<file path="src/rtl/axis_skid_stage_pkg.sv">
// Shared definitions for the AXI-Stream skid stage.
// State encodings and default widths.
package axis_skid_stage_pkg;

  localparam int DEF_WORD_WIDTH  = 32;
  localparam int DEF_COUNT_WIDTH = 16;

  typedef enum logic [1:0] {
    SKID_EMPTY = 2'd0,
    SKID_BUSY  = 2'd1,
    SKID_FULL  = 2'd2
  } skid_state_e;

endpackage

</file>
<file path="src/rtl/axis_skid_stage_if.sv">
// AXI-Stream beat bundle with valid/ready handshake.
// The master drives payload and valid; the slave drives ready.
interface axis_skid_stage_if
  import axis_skid_stage_pkg::*;
#(
  parameter int WORD_WIDTH = DEF_WORD_WIDTH
);

  logic                  valid;
  logic                  ready;
  logic [WORD_WIDTH-1:0] data;
  logic                  last;

  modport master (
    output valid,
    output data,
    output last,
    input  ready
  );

  modport slave (
    input  valid,
    input  data,
    input  last,
    output ready
  );

endinterface

</file>
<file path="src/rtl/axis_skid_stage_reg.sv">
// Clock-enabled register with asynchronous active-low reset.
// Used for the main and skid payload holding registers.
module axis_skid_stage_reg #(
  parameter int               WIDTH       = 1,
  parameter logic [WIDTH-1:0] RESET_VALUE = '0
) (
  input  logic             clock,
  input  logic             resetn,
  input  logic             en,
  input  logic [WIDTH-1:0] d,
  output logic [WIDTH-1:0] q
);

  // Load only when enabled; reset to the configured value.
  always_ff @(posedge clock or negedge resetn) begin
    if (!resetn) begin
      q <= RESET_VALUE;
    end else if (en) begin
      q <= d;
    end
  end

endmodule

</file>
<file path="src/rtl/axis_skid_stage.sv">
// Two-entry registered AXI-Stream skid stage.
// Registers both forward and backward paths; counts m-side beats.
module axis_skid_stage
  import axis_skid_stage_pkg::*;
#(
  parameter int                    WORD_WIDTH  = DEF_WORD_WIDTH,
  parameter int                    COUNT_WIDTH = DEF_COUNT_WIDTH,
  parameter logic [WORD_WIDTH-1:0] RESET_DATA  = '0
) (
  input  logic                   clock,
  input  logic                   resetn,
  axis_skid_stage_if.slave       s,
  axis_skid_stage_if.master      m,
  input  logic                   count_clear,
  output logic [COUNT_WIDTH-1:0] beat_count
);

  localparam int RW = WORD_WIDTH + 1;
  localparam logic [RW-1:0] RST_BEAT = {1'b0, RESET_DATA};
  localparam logic [COUNT_WIDTH-1:0] CNT_MAX = '1;

  skid_state_e state;
  skid_state_e state_nx;

  logic          s_ready_q;
  logic          m_valid_q;
  logic          in_fire;
  logic          out_fire;
  logic          main_en;
  logic          skid_en;
  logic [RW-1:0] s_beat;
  logic [RW-1:0] main_d;
  logic [RW-1:0] main_q;
  logic [RW-1:0] skid_q;

  assign s_beat   = {s.last, s.data};
  assign in_fire  = s.valid & s_ready_q;
  assign out_fire = m_valid_q & m.ready;

  // Next state and payload register enables.
  always_comb begin
    state_nx = state;
    main_en  = 1'b0;
    skid_en  = 1'b0;
    main_d   = s_beat;
    unique case (1'b1)
      state == SKID_EMPTY: begin
        if (in_fire) begin
          state_nx = SKID_BUSY;
          main_en  = 1'b1;
        end
      end
      state == SKID_BUSY: begin
        if (in_fire && out_fire) begin
          main_en = 1'b1;
        end else if (in_fire) begin
          state_nx = SKID_FULL;
          skid_en  = 1'b1;
        end else if (out_fire) begin
          state_nx = SKID_EMPTY;
        end
      end
      state == SKID_FULL: begin
        if (out_fire) begin
          state_nx = SKID_BUSY;
          main_en  = 1'b1;
          main_d   = skid_q;
        end
      end
      default: begin
        state_nx = SKID_EMPTY;
      end
    endcase
  end

  // State plus registered handshake outputs derived from next state.
  always_ff @(posedge clock or negedge resetn) begin
    if (!resetn) begin
      state     <= SKID_EMPTY;
      s_ready_q <= 1'b0;
      m_valid_q <= 1'b0;
    end else begin
      state     <= state_nx;
      s_ready_q <= (state_nx != SKID_FULL);
      m_valid_q <= (state_nx != SKID_EMPTY);
    end
  end

  // Saturating beat counter; clear wins over a coincident beat.
  always_ff @(posedge clock or negedge resetn) begin
    if (!resetn) begin
      beat_count <= '0;
    end else if (count_clear) begin
      beat_count <= '0;
    end else if (out_fire && beat_count != CNT_MAX) begin
      beat_count <= beat_count + 1'b1;
    end
  end

  axis_skid_stage_reg #(
    .WIDTH      (RW),
    .RESET_VALUE(RST_BEAT)
  ) u_main (
    .clock (clock),
    .resetn(resetn),
    .en    (main_en),
    .d     (main_d),
    .q     (main_q)
  );

  axis_skid_stage_reg #(
    .WIDTH      (RW),
    .RESET_VALUE(RST_BEAT)
  ) u_skid (
    .clock (clock),
    .resetn(resetn),
    .en    (skid_en),
    .d     (s_beat),
    .q     (skid_q)
  );

  assign s.ready = s_ready_q;
  assign m.valid = m_valid_q;
  assign m.data  = main_q[WORD_WIDTH-1:0];
  assign m.last  = main_q[WORD_WIDTH];

endmodule

</file>
<file path="src/flat_wrapper.sv">
// flat-port wrapper written by rule: the top's interface ports become plain ports
module axis_skid_stage_flat import axis_skid_stage_pkg::*;
#(
  parameter int                    WORD_WIDTH  = DEF_WORD_WIDTH,
  parameter int                    COUNT_WIDTH = DEF_COUNT_WIDTH,
  parameter logic [WORD_WIDTH-1:0] RESET_DATA  = '0
)
  (clock, resetn, count_clear, beat_count, s_valid, s_data, s_last, s_ready, m_valid, m_data, m_last, m_ready);
  axis_skid_stage_if #(.WORD_WIDTH(WORD_WIDTH)) s_i ();
  axis_skid_stage_if #(.WORD_WIDTH(WORD_WIDTH)) m_i ();
  input  logic clock;
  input  logic resetn;
  input  logic count_clear;
  output logic [COUNT_WIDTH-1:0] beat_count;
  input wire logic [$bits(s_i.valid)-1:0] s_valid;
  input wire logic [$bits(s_i.data)-1:0] s_data;
  input wire logic [$bits(s_i.last)-1:0] s_last;
  output wire logic [$bits(s_i.ready)-1:0] s_ready;
  output wire logic [$bits(m_i.valid)-1:0] m_valid;
  output wire logic [$bits(m_i.data)-1:0] m_data;
  output wire logic [$bits(m_i.last)-1:0] m_last;
  input wire logic [$bits(m_i.ready)-1:0] m_ready;
  assign s_i.valid = s_valid;
  assign s_i.data = s_data;
  assign s_i.last = s_last;
  assign s_ready = s_i.ready;
  assign m_valid = m_i.valid;
  assign m_data = m_i.data;
  assign m_last = m_i.last;
  assign m_i.ready = m_ready;
  axis_skid_stage #(.WORD_WIDTH(WORD_WIDTH), .COUNT_WIDTH(COUNT_WIDTH), .RESET_DATA(RESET_DATA)) u_core (.clock(clock), .resetn(resetn), .s(s_i), .m(m_i), .count_clear(count_clear), .beat_count(beat_count));
endmodule
</file>
<file path="config.mk">
export PLATFORM = sky130hd
export DESIGN_NAME = axis_skid_stage_flat
export DESIGN_NICKNAME = d
export VERILOG_FILES = /design/src/rtl/axis_skid_stage_pkg.sv /design/src/rtl/axis_skid_stage_if.sv /design/src/rtl/axis_skid_stage_reg.sv /design/src/rtl/axis_skid_stage.sv /design/src/flat_wrapper.sv
export SDC_FILE = /design/constraint.sdc
export NUM_CORES = 1
export LEC_CHECK = 0
export CORE_MARGIN = 5
export CORE_UTILIZATION = 53
export CTS_BUF_LIST = sky130_fd_sc_hd__clkbuf_4 sky130_fd_sc_hd__clkbuf_8
export DETAILED_ROUTE_END_ITERATION = 6
export PLACE_DENSITY = 0.95
export SLEW_MARGIN = 10
export SYNTH_ARGS = -nofsm -noshare
export SYNTH_HDL_FRONTEND = slang
export SYNTH_SLANG_ARGS = --single-unit
</file>
<file path="constraint.sdc">
create_clock -name clock -period 3.9 [get_ports clock]
set_clock_uncertainty 0.1 [all_clocks]
set_input_delay 0.78 -clock clock [delete_from_list [all_inputs] [get_ports clock]]
set_output_delay 0.78 -clock clock [all_outputs]
set_load 0.01 [all_outputs]
</file>
# After elaboration in Yosys (flattened, before gate mapping)
# Cells that the tools add are included.
# word_totals
regBits,86
output_inout_bits,51
# classes
addsub,1
n_eq_ne,4
muxes,16
bitwise,2
reduce_logical,5
# op_table
op,count
2-to-1 mux 33 bit,2
2-to-1 mux 16 bit,2
adder 16 x 1 -> 16 bit (second input constant),1
inequality test 16 bit (second input constant),1
2-to-1 mux 2 bit,5
one-hot mux 2 bit (3 select lines),1
2-to-1 mux 1 bit,5
nonzero test 2 bit,2
one-hot mux 1 bit (3 select lines),1
AND 1 bit,2
equality test 2 x 1 -> 1 bit (second input constant),1
equality test 2 bit (second input constant),1
logical AND 1 bit,2
zero test 2 bit,1
inequality test 2 bit (second input constant),1

# Logic depth before layout (Yosys ltp)
# Gate-level depths: netlist of the first run.
# logic_depth
depth_word,6
depth_mapped,6
depth_no_buf,5

# By module
# Synthesis of the first run repeated with hierarchy kept, for this count alone.
# hier_totals
hier_cells,299
area_unflattened_um2,4269.1
# modules_own_cells
mod,instances,cells_per_inst,area_each_um2
axis_skid_stage_reg,2,70,1381.3
axis_skid_stage,1,159,1506.4

# Worst setup path before layout of the first run
# No wires, ideal clock.
# synth_timing
path_type,input port to flip-flop
startpoint,in m_ready
endpoint,reg u_core.u_main.q[10]
setup_time_ns,0.125
t_arrival_ns,2.150
required_ns,3.675
slack_ns,1.525
stages,6
path_cell_list,and2_1 > buf_2 > nand2_1 > buf_1 > mux2_2 > mux2_2
# synth_via
elab_chain_len,4
elab_cells_between_ends,7
classes_between,5 x mux; 1 x bitwise; 1 x reduce/logical
# synth_rtl
item,line_no,source
start: declaration,flat_wrapper.sv:22,input wire logic [$bits(m_i.ready)-1:0] m_ready;
AND 1 bit (*),axis_skid_stage.sv:38,assign out_fire = m_valid_q & m.ready;
logical AND 1 bit,axis_skid_stage.sv:54,if (in_fire && out_fire) begin
2-to-1 mux 1 bit,axis_skid_stage.sv:54,
one-hot mux 1 bit (3 select lines),axis_skid_stage.sv:46,unique case (1'b1)
end signal: assignment,axis_skid_stage_reg.sv:17,q <= RESET_VALUE;
end signal: assignment,axis_skid_stage_reg.sv:19,q <= d;
end: declaration,axis_skid_stage_reg.sv:11,output logic [WIDTH-1:0] q
# Mark *: on every way between the ends. The rest lies on a longest branch, timed or not.
# A chain may end at the register's enable or synchronous reset.

# Worst setup path after layout of the first run
# layout_timing
startpoint,in m_ready
endpoint,reg u_core.beat_count[13]
# layout_via
elab_chain_len,3
# layout_rtl
item,line_no,source
AND 1 bit,axis_skid_stage.sv:38,
logical AND 1 bit,axis_skid_stage.sv:95,end else if (out_fire && beat_count != CNT_MAX) begin
nonzero test 2 bit (no line),--,
end signal: assignment,axis_skid_stage.sv:96,beat_count <= beat_count + 1'b1;
end: declaration,axis_skid_stage.sv:15,output logic [COUNT_WIDTH-1:0] beat_count
# No other way between the ends.

==> flow_metrics.tcl, run 1 <==
set metrics [dict create \
    post_cts_buffers 0 \
    viasPerCell 5.54 \
    antenna_cells 0 \
    clk_latency_ns 0.35 \
    rsz0062_at_grt "false" \
    post_drt_wl_per_cell_um 17.1 \
    yosys_warnings 0 \
    dieWidth_um 96.0 \
    htreeDepth 3 \
    initialDrtViolationCount 67 \
    ir_drop_mv 0.369 \
    hold_start "u_core.u_main.q[12]" \
    numPortBuffers 88 \
    tns_ns 0 \
    cap_violations 0 \
    syn_nets 335 \
    grt_max_degree 87 \
    crit_top_cell "or4_1" \
    syn_inst 296 \
    drc_errors 0 \
    yosysTopAreaCell "dfrtp_1" \
    timing.fmax_mhz 382 \
    synth_area_mm2 0.00392 \
    overflow 0 \
    final_hold_viol_count 0 \
    synthArstFlopShare_pct 100 \
    cp_max_fo 8 \
    cp-startpoint "m_ready" \
    cts.repair.resized 0 \
    start_util_pct 54.3 \
    cp.required_ns 4.06 \
    path_buf_inv 1 \
    status "finished clean" \
    slowest_stage "or4_1" \
    stdcell_count 489 \
    tightest_slew_ns 1.06 \
    yosys-top-cells-count "mux2_2, dfrtp_1, a21oi_1" \
    syn2layout_area_growth_pct 30.3 \
    cp-start-kind "input pin" \
    p_leak_nw 2.06 \
    clkTransAtPathRegs_ns 0.08 \
    hold_class "register to register" \
    gp_congestion 0.785 \
    grt_util_all_layers_pct 19.4 \
    nNetsFinal 425 \
    arrival_ns 2.78 \
    synth-edff-count 0 \
    drt_first_pass_iters 4 \
    yosysMostFrequentCell "mux2_2" \
    path_delay_family "simple AND/OR/NAND/NOR gates" \
    worstHoldPathCells 1 \
    synth-seq-cells 86 \
    ys.flop_type "dfrtp_1" \
    fill_cells 529 \
    fin_crit_ns 2.62 \
    synth_cell_types 34 \
    placed_cells 474 \
    powerDensity_mw_per_mm2 662 \
    cts-root-buf "clkbuf_8" \
    slew_headroom_pct 29.6 \
    io_pins 89 \
    antenna_found_initial 0 \
    grt_first_pass_wirelength_um 13800 \
    coreArea_mm2 0.00721 \
    drv_slew 0 \
    cts_made_buffers 9 \
    drive_gt1_share_pct 33.3 \
    r2r_start "u_core.beat_count[0]" \
    r2r_end "u_core.beat_count[10]" \
    yosysSeqAreaShare_pct 55.0 \
    critPathKind "input pin to register" \
    hold_buffers 0 \
    setup_viol 0 \
    rows 31 \
    worst_hold_path.endpoint "u_core.u_main.q[12]" \
    crit_path_end_kind "register" \
    routed_wl_um 8350 \
    synth_area_leaders "dfrtp_1, mux2_2, a21oi_1, o31ai_1, or3_1" \
    grt_pass1_vias 2894 \
    cts_sinks 86 \
    finalCritPeriodShare_pct 67.2 \
    num_vias 2710 \
    r2r_slack_ns 1.64 \
    avgSynthCellArea_um2 13.2 \
    die_h_um 96.0 \
    yosysTopAreaCellShare_pct 55.0 \
    antenna_left 0 \
    dp.final_hpwl_um 5930 \
    tritoncts "built" \
    dieArea_mm2 0.00921 \
    max_stage_delay_ns 0.65 \
    clock_path_buffers 2 \
    path_cells "clkdlybuf4s50_1 -> nand3_1 -> or4_1 -> or4_1 -> a21oi_1" \
    worst-r2r-cell-count 5 \
]
-- per-layer routing --
layer,track usage [%],share of wire (%),vias to the layer above
li1,-,-,1262
met1,22.9,41,1356
met2,34.1,52,81
met3,4.53,5.7,11
met4,7.35,1.6,0
met5,0,0,-
-- where the power goes --
part | internal, mW | total (mW) | switching (mW)
clock network | 0.315 | 0.614 | 0.299
registers | 1.27 | 1.48 | 0.211
logic | 0.814 | 1.29 | 0.473
-- per-stage QoR --
stage                     instance area (um^2)  power (mW)  utilization, %  worst slack [ns]  hold WS (ns)
after floorplan                           3920        2.16               -              1.53         0.375
after global placement                    4910        2.72            68.1              1.06         0.383
after detailed placement                  4910        2.80            68.1             0.953         0.391
after CTS                                 5100        3.42            70.7              1.32         0.411
after global routing                      5100        3.57            70.7              1.22         0.426
final                                     5100        3.38            70.7              1.28         0.405
-- cell usage in the layout, fill, tap and decap left out, types with 2 or more instances in the layout --
| master | instances |
|---|---|
| mux2_2 | 101 |
| clkdlybuf4s50_1 | 87 |
| dfrtp_1 | 86 |
| a21oi_1 | 13 |
| nand2_1 | 11 |
| clkbuf_8 | 10 |
| buf_4 | 8 |
| or3_1 | 7 |
| o21ai_0 | 6 |
| o31ai_1 | 6 |
| nand3_1 | 5 |
| nand4_1 | 5 |
| or4_1 | 5 |
| inv_1 | 4 |
| nor2b_1 | 3 |
| nor3_1 | 3 |
| nor2_1 | 3 |
| and2_1 | 2 |
| o22ai_1 | 2 |
| or2_2 | 2 |
| nand3_2 | 2 |
| o21bai_1 | 2 |
| nor3b_1 | 2 |
| nor4_1 | 2 |
| clkinv_2 | 2 |
-- registers in the layout, indices dropped and copies added, names as in the netlist --
register and count:
u_core.u_main.q 33, u_core.u_skid.q 33, u_core.beat_count 16, u_core.state 2
u_core.m.valid 1, u_core.s.ready 1
-- cells by family after synthesis --
group | after synthesis | synth area share, %
multiplexers | 101 | 29.0
flip-flops | 86 | 55.0
AND/OR/NAND/NOR | 56 | 8.34
buffers and inverters | 20 | 2.33
AO/OA/AOI/OAI | 32 | 5.02
adder cells (fa/ha/maj) | 1 | 0.319
-- how the worst max path moves through the flow --
stage / cells past startpoint / slack [ns] / endpoint
2_1_floorplan: 6 / 1.53 / u_core.u_main.q[10]
3_3_place_gp: 5 / 1.06 / u_core.u_skid.q[18]
3_5_place_dp: 5 / 0.95 / u_core.beat_count[13]
4_1_cts: 5 / 1.32 / u_core.beat_count[13]
5_1_grt: 5 / 1.22 / u_core.beat_count[13]
6_report: 5 / 1.28 / u_core.beat_count[13]
-- layout make-up --
| type | count | area [um^2] | share of cell area [%] |
|---|---|---|---|
| Inverter | 4 | 15.0 | 0.294 |
| Timing Repair Buffer | 95 | 931 | 18.2 |
| Clock inverter | 4 | 47.5 | 0.932 |
| Tap cell | 99 | 124 | 2.43 |
| Clock buffer | 11 | 145 | 2.84 |
| Sequential cell | 86 | 2150 | 42.2 |
| Multi-Input combinational cell | 190 | 1690 | 33.1 |
Power figures use the tool's default switching activity.
==> inputs of run 2 (changes only) <==
--- a/config.mk
+++ b/config.mk
@@ -6,10 +6,10 @@
 export NUM_CORES = 1
 export LEC_CHECK = 0
 export CORE_MARGIN = 5
-export CORE_UTILIZATION = 53
+export CORE_UTILIZATION = 52
 export CTS_BUF_LIST = sky130_fd_sc_hd__clkbuf_4 sky130_fd_sc_hd__clkbuf_8
 export DETAILED_ROUTE_END_ITERATION = 6
-export PLACE_DENSITY = 0.95
+export PLACE_DENSITY = 0.93
 export SLEW_MARGIN = 10
 export SYNTH_ARGS = -nofsm -noshare
 export SYNTH_HDL_FRONTEND = slang
==> constraint.sdc (replaced) <==
create_clock -name clock -period 2.5 [get_ports clock]
set_clock_uncertainty 0.1 [all_clocks]
set_input_delay 0.5 -clock clock [delete_from_list [all_inputs] [get_ports clock]]
set_output_delay 0.5 -clock clock [all_outputs]
set_load 0.01 [all_outputs]
==> flow_metrics.tcl, run 2 (synthesis results as in run 1) <==
set metrics [dict create \
    p_clk_share_pct 19.2 \
    routed_wl_um 8540 \
    overflow 0 \
    netSwitchingFraction_pct 28.5 \
    gp_congestion 0.825 \
    crit_top_cell "or4_1" \
    cap_violations 0 \
    tightest_slew_ns 0.531 \
    hold_ws_ns 0.0168 \
    drv_slew 0 \
    max_stage_delay_ns 0.60 \
    powerDensity_mw_per_mm2 1040 \
    cp.required_ns 2.67 \
    layout_common_cells "mux2_2, clkdlybuf4s50_1, dfrtp_1" \
    num_vias 2781 \
    clkTransAtPathRegs_ns 0.09 \
    rsz0062_at_grt "false" \
    finalInstanceArea_mm2 0.00523 \
    seq_area_mm2 0.00215 \
    htreeDepth 3 \
    fin_crit_ns 2.20 \
    cts-root-buf "clkbuf_8" \
    power.share.combinational_pct 38.2 \
    reg_top3 "u_core.u_main.q x33, u_core.u_skid.q x33, u_core.beat_count x16" \
    path_cells "clkdlybuf4s50_1 -> nand3_1 -> or4_1 -> or4_1 -> a21oi_1" \
    coreArea_mm2 0.00729 \
    cts_sinks 86 \
    final_common_cell "mux2_2" \
    p_switching_mw 1.54 \
    nNetsFinal 433 \
    tritoncts "built" \
    dpl_cell_area_mm2 0.00502 \
    placed_cells 482 \
    timing.fmax_mhz 454 \
    final_hold_viol_count 0 \
    multi_input_area_mm2 0.00169 \
    stdcell_count 496 \
    numPortBuffers 88 \
    antenna_left 0 \
    crit_path_end_kind "register" \
    post_cts_buffers 0 \
    ir_drop_mv 0.581 \
    cp_max_fo 5 \
    setup_viol 0 \
    path_buf_inv 1 \
    hold_class "input pin to asynchronous set/reset pin" \
    grt_pass1_vias 2986 \
    critPathKind "input pin to register" \
    start_util_pct 53.7 \
    arrival_ns 2.37 \
    slew_headroom_pct 64.6 \
    drc_errors 0 \
    status "finished clean" \
    syn2layout_area_growth_pct 33.6 \
    initialDrtViolationCount 85 \
    rows 31 \
    cts.repair.resized 0 \
    cts_made_buffers 9 \
    grt_max_degree 46 \
    clk_latency_ns 0.35 \
    die_h_um 96.8 \
    viasPerCell 5.61 \
    finalCritPeriodShare_pct 88.2 \
    antenna_cells 0 \
    fill_cells 521 \
    drt_first_pass_iters 4 \
    dieWidth_um 96.8 \
    grt_util_all_layers_pct 18.9 \
    drive_gt1_share_pct 34.5 \
    clock_path_buffers 2 \
    hold_buffers 0 \
    dp.final_hpwl_um 6190 \
    pwr-share-seq_pct 42.6 \
    p_leak_nw 2.13 \
    post_drt_wl_per_cell_um 17.2 \
    antenna_found_initial 0 \
    path_delay_family "simple AND/OR/NAND/NOR gates" \
    grt_first_pass_wirelength_um 14600 \
    io_pins 89 \
    cp-start-kind "input pin" \
    slowest_stage "or4_1" \
    dieArea_mm2 0.00937 \
    p_int_mw 3.87 \
]
run 2: layout make-up:
class | count | area share [%]
Clock inverter | 4 | 1.39
Timing Repair Buffer | 103 | 19.9
Multi-Input combinational cell | 190 | 32.3
Clock buffer | 10 | 2.63
Tap cell | 99 | 2.37
Sequential cell | 86 | 41.1
Inverter | 4 | 0.287
run 2: power groups by stage:
| stage | clock, mW | sequential [mW] | combinational (mW) |
|---|---|---|---|
| 6_report | 1.04 | 2.31 | 2.07 |
| 5_1_grt | 1.12 | 2.38 | 2.23 |
| 4_1_cts | 1.06 | 2.31 | 2.11 |
| 3_5_place_dp | 0 | 2.33 | 2.10 |
| 3_3_place_gp | 0 | 2.28 | 2.02 |
| 2_1_floorplan | 0 | 2.38 | 0.997 |
run 2: metal layers:
metal  GRT usage (%)  up-vias  wire length, um  part of all wire, %
met2            32.5       93             4440                   52
met1            23.2     1395             3480                   41
met3            4.39       15              471                  5.5
met4            6.70        0              144                  1.7
li1                -     1278                -                    -
met5               0        -                0                    0
run 2: path summary, 6_finish.rpt:
path                       depth (start not counted)  slack [ns]                    end            startpoint
max                                                5        0.30  u_core.beat_count[11]               m_ready
min                                                1        0.02   u_core.beat_count[9]                resetn
max reg2reg                                        5        0.31  u_core.beat_count[10]  u_core.beat_count[0]
min reg2reg                                        1        0.41    u_core.u_skid.q[22]   u_core.u_skid.q[22]
max in group asynchronous                          2        1.65    u_core.u_skid.q[28]                resetn
min in group clock                                 1        0.41    u_core.u_skid.q[22]   u_core.u_skid.q[22]
run 2: stage by stage:
stage | setup TNS, ns | util (%) | total power [mW] | setup WS (ns)
final | 0 | 71.7 | 5.41 | 0.295
after floorplan | 0 | - | 3.38 | 0.405
after global routing | 0 | 71.7 | 5.73 | 0.204
after CTS | 0 | 71.7 | 5.48 | 0.322
after detailed placement | -0.0395 | 68.9 | 4.43 | -0.0301
after global placement | 0 | 68.9 | 4.30 | 0.0390
==> inputs of run 3 (changes only) <==
--- a/config.mk
+++ b/config.mk
@@ -5,10 +5,13 @@
 export SDC_FILE = /design/constraint.sdc
 export NUM_CORES = 1
 export LEC_CHECK = 0
+export CORE_ASPECT_RATIO = 0.7
 export CORE_MARGIN = 5
 export CORE_UTILIZATION = 52
 export CTS_BUF_LIST = sky130_fd_sc_hd__clkbuf_4 sky130_fd_sc_hd__clkbuf_8
+export CTS_CLUSTER_SIZE = 10
 export DETAILED_ROUTE_END_ITERATION = 6
+export HOLD_SLACK_MARGIN = 0.12
 export PLACE_DENSITY = 0.93
 export SLEW_MARGIN = 10
 export SYNTH_ARGS = -nofsm -noshare
==> flow_metrics.tcl, run 3 (synthesis results as in run 1) <==
set metrics [dict create \
    hold_ws_ns 0.409 \
    drt_first_pass_iters 4 \
    cts-root-buf "clkbuf_8" \
    r2r_start "u_core.beat_count[0]" \
    numPortBuffers 88 \
    antenna_cells 0 \
    dpl_cell_area_mm2 0.00502 \
    cap_violations 0 \
    worst-r2r-cell-count 6 \
    place_ws_ns -0.0571 \
    drc_errors 0 \
    final_hold_viol_count 0 \
    powerDensity_mw_per_mm2 1030 \
    clock_path_buffers 2 \
    cts_sinks 86 \
    drv_slew 0 \
    tightest_slew_ns 0.711 \
    routed_wl_um 8690 \
    start_util_pct 53.5 \
    tritoncts "built" \
    overflow 0 \
    syn2layout_area_growth_pct 33.6 \
    power.share.combinational_pct 38.6 \
    cp.required_ns 2.66 \
    cp-startpoint "u_core.beat_count[0]" \
    max_stage_delay_ns 0.69 \
    grt_max_degree 87 \
    stdcell_count 496 \
    setup_viol 0 \
    status "finished clean" \
    dieArea_mm2 0.00939 \
    io_pins 89 \
    r2r_end "u_core.beat_count[2]" \
    finalInstanceArea_mm2 0.00523 \
    p_leak_nw 2.13 \
    hold_class "register to register" \
    p_switching_mw 1.60 \
    path_cells "ha_1 -> nand4_1 -> nor4_1 -> buf_4 -> o21ai_0 -> a21oi_1" \
    gp_congestion 0.864 \
    fill_cells 519 \
    dieWidth_um 114 \
    cp_max_fo 11 \
    netSwitchingFraction_pct 29.6 \
    crit_path_end_kind "register" \
    cp-start-kind "register" \
    multi_input_area_mm2 0.00169 \
    pwr-share-seq_pct 42.7 \
    fin_crit_ns 2.32 \
    num_vias 2736 \
    clkTransAtPathRegs_ns 0.09 \
    r2r_slack_ns 0.18 \
    rows 26 \
    antenna_left 0 \
    die_h_um 82.6 \
    placed_cells 479 \
    rsz0062_at_grt "false" \
    grt_first_pass_wirelength_um 14500 \
    critPathKind "register to register" \
    grt_pass1_vias 2984 \
    ir_drop_mv 0.600 \
    layout_common_cells "mux2_2, clkdlybuf4s50_1, dfrtp_1" \
    post_cts_buffers 0 \
    drive_gt1_share_pct 34.4 \
    clk_latency_ns 0.34 \
    timing.fmax_mhz 431 \
    arrival_ns 2.48 \
    nNetsFinal 432 \
    p_int_mw 3.80 \
    crit_end "u_core.beat_count[2]" \
    seq_area_mm2 0.00215 \
    viasPerCell 5.52 \
    coreArea_mm2 0.00732 \
    dp.final_hpwl_um 6200 \
    reg_top3 "u_core.u_main.q x33, u_core.u_skid.q x33, u_core.beat_count x16" \
    p_total_mw 5.40 \
    htreeDepth 3 \
    initialDrtViolationCount 107 \
    final_common_cell "mux2_2" \
    setup_ws_ns 0.182 \
    slowest_stage "nor4_1" \
    slew_headroom_pct 52.2 \
    p_clk_share_pct 18.8 \
    post_drt_wl_per_cell_um 17.5 \
    grt_util_all_layers_pct 19.6 \
    antenna_found_initial 0 \
    finalCritPeriodShare_pct 92.7 \
    cts_made_buffers 9 \
]
==> run 3: changes by cell type in the layout (fill, tap and decap cells not counted) <==
cell	before	now
buf_4	12	9
inv_6	0	2
buf_12	4	5
bufinv_16	2	1
clkinv_4	0	1
dlygate4sd3_1	0	1
==> run 3: what timing repair did <==
action                    4_1_cts  5_1_grt
hold buffers                    1        0
gates resized for setup         0        0
hold endpoints to repair       86        0
==> run 3: layout make-up <==
cell class              instances  area share [%]
flip-flops and latches         86            41.1
multi-input cells             190            32.3
repair buffers                102            20.0
clock buffers                  10            2.63
well taps                      98            2.34
clock inverters                 6            1.31
inverters                       4           0.287
==> run 3: critical path, delay by kind of cell, from the launching register on <==
family / cells / cell delay [ns]
DFF: 1 / 0.43
adders and majority gates: 1 / 0.26
buffers and inverters: 1 / 0.28
and+or+nand+nor: 2 / 0.90
AOI/OAI and AO/OA: 2 / 0.26
==> run 3: how the worst min path moves through the flow <==
stage,startpoint,endpoint,slack [ns],cells past startpoint
2_1_floorplan,resetn,u_core.beat_count[0],0.10,0
6_report,u_core.u_skid.q[23],u_core.u_skid.q[23],0.41,1
3_3_place_gp,u_core.u_skid.q[13],u_core.u_skid.q[13],0.38,1
4_1_cts,u_core.u_skid.q[5],u_core.u_skid.q[5],0.41,1
5_1_grt,u_core.u_skid.q[23],u_core.u_skid.q[23],0.43,1
3_5_place_dp,u_core.u_skid.q[15],u_core.u_skid.q[15],0.39,1
==> run 3: power by group through the flow <==
stage               Clock, mW  Sequential [mW]  Combinational (mW)
global route             1.09             2.36                2.25
finish                   1.01             2.30                2.08
detailed placement          0             2.32                2.11
global placement            0             2.28                2.04
floorplan                   0             2.38               0.997
CTS                      1.04             2.30                2.12
==> run 3: stage by stage <==
step / setup TNS, ns / util [%]
detailed placement: -1.09 / 68.5
floorplan: 0 / -
CTS: 0 / 71.5
finish: 0 / 71.5
global placement: -0.00888 / 68.5
global route: 0 / 71.5
==> run 3: per-layer routing <==
metal | vias up | wire, um | GRT usage, %
li1 | 1277 | - | -
met1 | 1381 | 3890 | 25.4
met2 | 73 | 4280 | 33.5
met3 | 5 | 449 | 5.10
met4 | 0 | 70 | 4.80
met5 | - | 0 | 0
